--- config.mk ---
export PLATFORM = sky130hd
export DESIGN_NAME = flit_injector_flat
export DESIGN_NICKNAME = d
export VERILOG_FILES = /design/src/rtl/flit_injector_if.sv /design/src/rtl/flit_injector.sv /design/src/flat_wrapper.sv
export SDC_FILE = /design/constraint.sdc
export NUM_CORES = 1
export LEC_CHECK = 0
export ABC_CLOCK_PERIOD_IN_PS = 2050
export CAP_MARGIN = 20
export CORE_MARGIN = 5
export CORE_UTILIZATION = 47
export CTS_BUF_LIST = sky130_fd_sc_hd__clkbuf_2 sky130_fd_sc_hd__clkbuf_4 sky130_fd_sc_hd__clkbuf_8
export CTS_CLUSTER_SIZE = 12
export DETAILED_ROUTE_END_ITERATION = 10
export GPL_TIMING_DRIVEN = 0
export PLACE_DENSITY = 0.78
export SLEW_MARGIN = 20
export SYNTH_ARGS = -nofsm -noshare
export SYNTH_HDL_FRONTEND = slang
export SYNTH_SLANG_ARGS = --single-unit
export TNS_END_PERCENT = 10
--- constraint.sdc ---
create_clock -name clk -period 2.05 [get_ports clk]
set_clock_uncertainty 0.1 [all_clocks]
set_input_delay 0.41 -clock clk [delete_from_list [all_inputs] [get_ports clk]]
set_output_delay 0.41 -clock clk [all_outputs]
set_load 0.005 [all_outputs]
--- src/rtl/flit_injector_if.sv ---
// PE-to-router injection bundle: packet handshake on one side, FIFO write port on the other.
// master is the injector; slave is whatever drives it (PE + router FIFO model).
interface flit_injector_if #(
  parameter int unsigned packet_size = 32,
  parameter int unsigned flit_size   = 4
);
  logic [packet_size-1:0] packet_in;
  logic                   packet_valid;
  logic                   packet_ready;
  logic                   fifo_full;
  logic [flit_size-1:0]   flit_out;
  logic                   write_fifo;
  logic                   busy;
  logic                   packet_done;

  modport master (
    input  packet_in, packet_valid, fifo_full,
    output packet_ready, flit_out, write_fifo, busy, packet_done
  );

  modport slave (
    output packet_in, packet_valid, fifo_full,
    input  packet_ready, flit_out, write_fifo, busy, packet_done
  );
endinterface

--- src/rtl/flit_injector.sv ---
// Serialises one parallel packet into flits, lowest flit first, and writes them into a
// router input FIFO, stalling while the FIFO is full. Back-to-back packets leave no gap.
module flit_injector #(
  parameter int unsigned packet_size  = 32,
  parameter int unsigned address_size = 16,
  parameter int unsigned flit_size    = 4
) (
  input logic            clk,
  input logic            reset,
  flit_injector_if.master bus
);

  localparam int unsigned FLITS = packet_size / flit_size;
  localparam int unsigned CNT_W = (FLITS > 1) ? $clog2(FLITS) : 1;
  localparam logic [CNT_W-1:0] LAST_CNT = CNT_W'(FLITS - 1);

  if (((packet_size % flit_size) != 0) || ((address_size % flit_size) != 0)) begin : g_bad_size
    $error("flit_injector: packet_size and address_size must be multiples of flit_size");
  end

  typedef enum logic {IDLE, SEND} state_t;

  state_t                 state, state_nxt;
  logic [packet_size-1:0] shift_reg, shift_nxt;
  logic [CNT_W-1:0]       flit_cnt, cnt_nxt;
  logic                   done_q;

  logic write_c;
  logic last_write_c;
  logic ready_c;
  logic accept_c;

  // Handshake and FIFO write are combinational on fifo_full so a free slot is never wasted.
  assign write_c      = (state == SEND) && !bus.fifo_full;
  assign last_write_c = write_c && (flit_cnt == LAST_CNT);
  assign ready_c      = !reset && ((state == IDLE) || last_write_c);
  assign accept_c     = bus.packet_valid && ready_c;

  always_ff @(posedge clk or posedge reset) begin
    if (reset) begin
      state     <= IDLE;
      shift_reg <= '0;
      flit_cnt  <= '0;
      done_q    <= 1'b0;
    end else begin
      state     <= state_nxt;
      shift_reg <= shift_nxt;
      flit_cnt  <= cnt_nxt;
      done_q    <= last_write_c;
    end
  end

  // Next state: a new packet load overrides the shift of the flit just written.
  always_comb begin
    state_nxt = state;
    shift_nxt = shift_reg;
    cnt_nxt   = flit_cnt;

    if (write_c) begin
      shift_nxt = shift_reg >> flit_size;
      cnt_nxt   = flit_cnt + CNT_W'(1);
      if (last_write_c) begin
        state_nxt = IDLE;
        cnt_nxt   = '0;
      end
    end

    if (accept_c) begin
      shift_nxt = bus.packet_in;
      cnt_nxt   = '0;
      state_nxt = SEND;
    end
  end

  assign bus.packet_ready = ready_c;
  assign bus.write_fifo   = write_c;
  assign bus.flit_out     = shift_reg[flit_size-1:0];
  assign bus.busy         = (state == SEND);
  assign bus.packet_done  = done_q;

endmodule
--- src/flat_wrapper.sv ---
// flat-port wrapper written by rule: the top's interface ports become plain ports
module flit_injector_flat 
#(
  parameter int unsigned packet_size  = 32,
  parameter int unsigned address_size = 16,
  parameter int unsigned flit_size    = 4
)
  (clk, reset, bus_packet_in, bus_packet_valid, bus_fifo_full, bus_packet_ready, bus_flit_out, bus_write_fifo, bus_busy, bus_packet_done);
  flit_injector_if #(.packet_size(packet_size), .flit_size(flit_size)) bus_i ();
  input logic clk;
  input logic reset;
  input wire logic [$bits(bus_i.packet_in)-1:0] bus_packet_in;
  input wire logic [$bits(bus_i.packet_valid)-1:0] bus_packet_valid;
  input wire logic [$bits(bus_i.fifo_full)-1:0] bus_fifo_full;
  output wire logic [$bits(bus_i.packet_ready)-1:0] bus_packet_ready;
  output wire logic [$bits(bus_i.flit_out)-1:0] bus_flit_out;
  output wire logic [$bits(bus_i.write_fifo)-1:0] bus_write_fifo;
  output wire logic [$bits(bus_i.busy)-1:0] bus_busy;
  output wire logic [$bits(bus_i.packet_done)-1:0] bus_packet_done;
  assign bus_i.packet_in = bus_packet_in;
  assign bus_i.packet_valid = bus_packet_valid;
  assign bus_i.fifo_full = bus_fifo_full;
  assign bus_packet_ready = bus_i.packet_ready;
  assign bus_flit_out = bus_i.flit_out;
  assign bus_write_fifo = bus_i.write_fifo;
  assign bus_busy = bus_i.busy;
  assign bus_packet_done = bus_i.packet_done;
  flit_injector #(.packet_size(packet_size), .address_size(address_size), .flit_size(flit_size)) u_core (.clk(clk), .reset(reset), .bus(bus_i));
endmodule
==> metrics.md <==
| Metric | Value |
|---|---|
| Synth unique cells | 23 |
| Pwr/cell area | 1030 nW/um^2 |
| Sequential fraction of the synthesis area | 0.472 |
| Gp weighted congestion | 0.784 |
| Crit path capture type | output pin |
| Routed Antenna Nets | 0 |
| Crit Path Category | flip-flop to output pin |
| Cells after Synth | 138 |
| Least-Margin Pin Slew | 0.751 ns |
| ANT cells | 0 |
| Area growth syn-to-layout | 31.6% |
| Critical path data required time | 1.54 ns |
| Fmax | 0.498 GHz |
| Port bufs | 43 |
| Total core area | 4030 um^2 |
| Pleak | 1.26 nW |
| Worst min path class | flip-flop to flip-flop |
| Post-route clock period utilization | 0.980 |
| Vias in the first global route | 1,333 |
| CTS Hold Buffers Added | 0 |
| CP arrival | 1.50 ns |
| Register clock-pin slew on the reported worst setup and hold paths | 0.07 ns |
| Power, Total | 2.67 mW |
| Yosys reg bits | 37 |
| Top cells by instance count after synthesis | 37 x dfrtp_1, 36 x mux2_2, 20 x mux2_4 |
| Pins Over Slew Limit | 0 |
| Setup TNS | 0 ns |
| Initial antenna violation count | 0 |
| Die height | 74.6 um |
| Congestion Overflow GR | 0 |
| Startpoint Class | flip-flop |
| Largest net degree at the start of global routing | 38 |
| Num CTS Buffers | 5 |
| Largest register FFs | 32 |
| GRT Util Overall | 0.146 |
| Peak supply drop | 0.497 mV |
| Die area | 5560 um^2 |
| Main synth FF type | dfrtp_1 |
| Initial DRC Count | 47 |
| Max H-tree Level | 2 |
| Non-filler cells, final | 241 |
| Via Count | 1,249 |
| First-pass GRT wire length | 5990 um |
| CTS tree | done |
| Drt pass-1 iters | 4 |
| Worst rel slew slack | 0.499 |
| Site Rows | 23 |
| Fraction of layout cells with a size suffix above 1 | 0.435 |
| I/O pins | 44 |
| CTS sink cnt | 37 |
| Crit path max fanout | 6 |
| Max cap viols | 0 |
| Fin nets | 229 |
| Area contributors post-synth | dfrtp_1 47%, mux2_2 21%, mux2_4 15% |
| Synth Area per Inst | 14.2 um^2 |
| Final design utilization | 0.640 |
| Routed vias/inst | 5.18 |
| Cell taking the most area after synthesis | dfrtp_1 |
| Clock root buffer | clkbuf_8 |
| Final setup violation count | 0 |
| Maximum clock insertion buffer count | 2 |
| Endpoints failing hold | 0 |
| Count leader, synth | dfrtp_1 |
| Async set-reset flop share out of synthesis | 1.00 |
| RSZ-0062 raised after global routing | true |
| DRC Markers | 0 |
| Initial core utilization | 0.487 |
| Dpl hpwl | 2770 um |
| Final min period | 2.01 ns |
| Net Count, Synth | 176 |
| Final wirelength | 3700 um |
| Die X | 74.6 um |
| DP Worst Slack | -0.326 ns |
| PnR worst setup slack | 0.0409 ns |
| Yosys Warn Count | 0 |
| Post-Syn Area | 1960 um^2 |
| Status | complete, no violations |
| Clock Latency Late Sink | 0.29 ns |
| Post-synth EDFFs | 0 |
| Avg WL per Cell | 15.4 um |
| Cells after DPL | 231 |
| Share of the synthesized area in the top cell type | 0.472 |
## critical path, cell delays in order (launching register included)
cell           delay (ns)
dfrtp_1              0.40
ha_2                 0.20
ha_4                 0.17
nand2b_1             0.09
a21oi_1              0.07
dlygate4sd2_1        0.27
## cells by family after synthesis
| kind of cell | count (synthesis) | synth area share |
|---|---|---|
| adders and majority gates | 2 | 0.0128 |
| DFF | 37 | 0.472 |
| buffers and inverters | 12 | 0.0549 |
| muxes | 57 | 0.365 |
| AOI/OAI and AO/OA | 14 | 0.0466 |
| and+or+nand+nor | 16 | 0.0485 |
## layout make-up
type                    instances  area [um^2]
fillers                       314         1450
multi-input cells              89          942
flip-flops and latches         37          926
repair buffers                 47          458
clock buffers                   6         82.6
plain buffers                   8         82.6
well taps                      50         62.6
inverters                       3         18.8
clock inverters                 1         7.51
## where the power goes
part | total [mW] | leakage [nW] | switching [mW] | internal (mW)
combinational | 1.03 | 0.717 | 0.326 | 0.706
clock | 0.514 | 0.0433 | 0.249 | 0.265
sequential | 1.12 | 0.495 | 0.137 | 0.984
total | 2.67 | 1.26 | 0.712 | 1.95
## worst paths after layout
check                                            startpoint                                to  slack (ns)  cells past startpoint
max reg2reg                  u_core.flit_cnt[0]$_DFFE_PP0P_  u_core.shift_reg[24]$_DFFE_PP0P_        0.04                      6
min in group asynchronous                             reset  u_core.shift_reg[17]$_DFFE_PP0P_        0.54                      2
max                          u_core.flit_cnt[0]$_DFFE_PP0P_                  bus_packet_ready        0.04                      5
max in group asynchronous                             reset       u_core.bus.busy$_DFFE_PP0P_        0.83                      2
min                        u_core.shift_reg[29]$_DFFE_PP0P_  u_core.shift_reg[29]$_DFFE_PP0P_        0.43                      2
min reg2reg                u_core.shift_reg[29]$_DFFE_PP0P_  u_core.shift_reg[29]$_DFFE_PP0P_        0.43                      2
## metrics by stage
stage               area (um^2)  hold WS [ns]
finish                     2580         0.435
global route               2580         0.459
CTS                        2550         0.438
detailed placement         2450         0.428
global placement           2450         0.412
floorplan                  1960         0.398
## cells in the final DEF (no fill, tap or decap), drive strengths merged
cell type      count
nand3b             2
nand2b             3
mux2              56
clkbuf             6
buf               12
o21ai              6
and2b              2
dlygate4sd2        2
clkdlybuf4s50     41
a21oi              4
inv                3
mux2i              1
clkinvlp           1
dfrtp             37
nor2               2
and2               1
ha                 2
nand2              6
o211ai             4
## metal layers
metal  up-vias  routed length [um]  global-route usage
met5         -                   0                   0
met4         0                  65              0.0534
met3         8                 225              0.0581
met2        25                1980               0.256
met1       624                1430               0.158
li1        592                   -                   -
## timing repair
action | CTS | global route
endpoints found under the setup margin | 22 | 21
pin swaps | 0 | 1
cloned | 0 | 0
gates resized for setup | 7 | 0
buffers inserted | 0 | 4
Power figures use the tool's default switching activity.
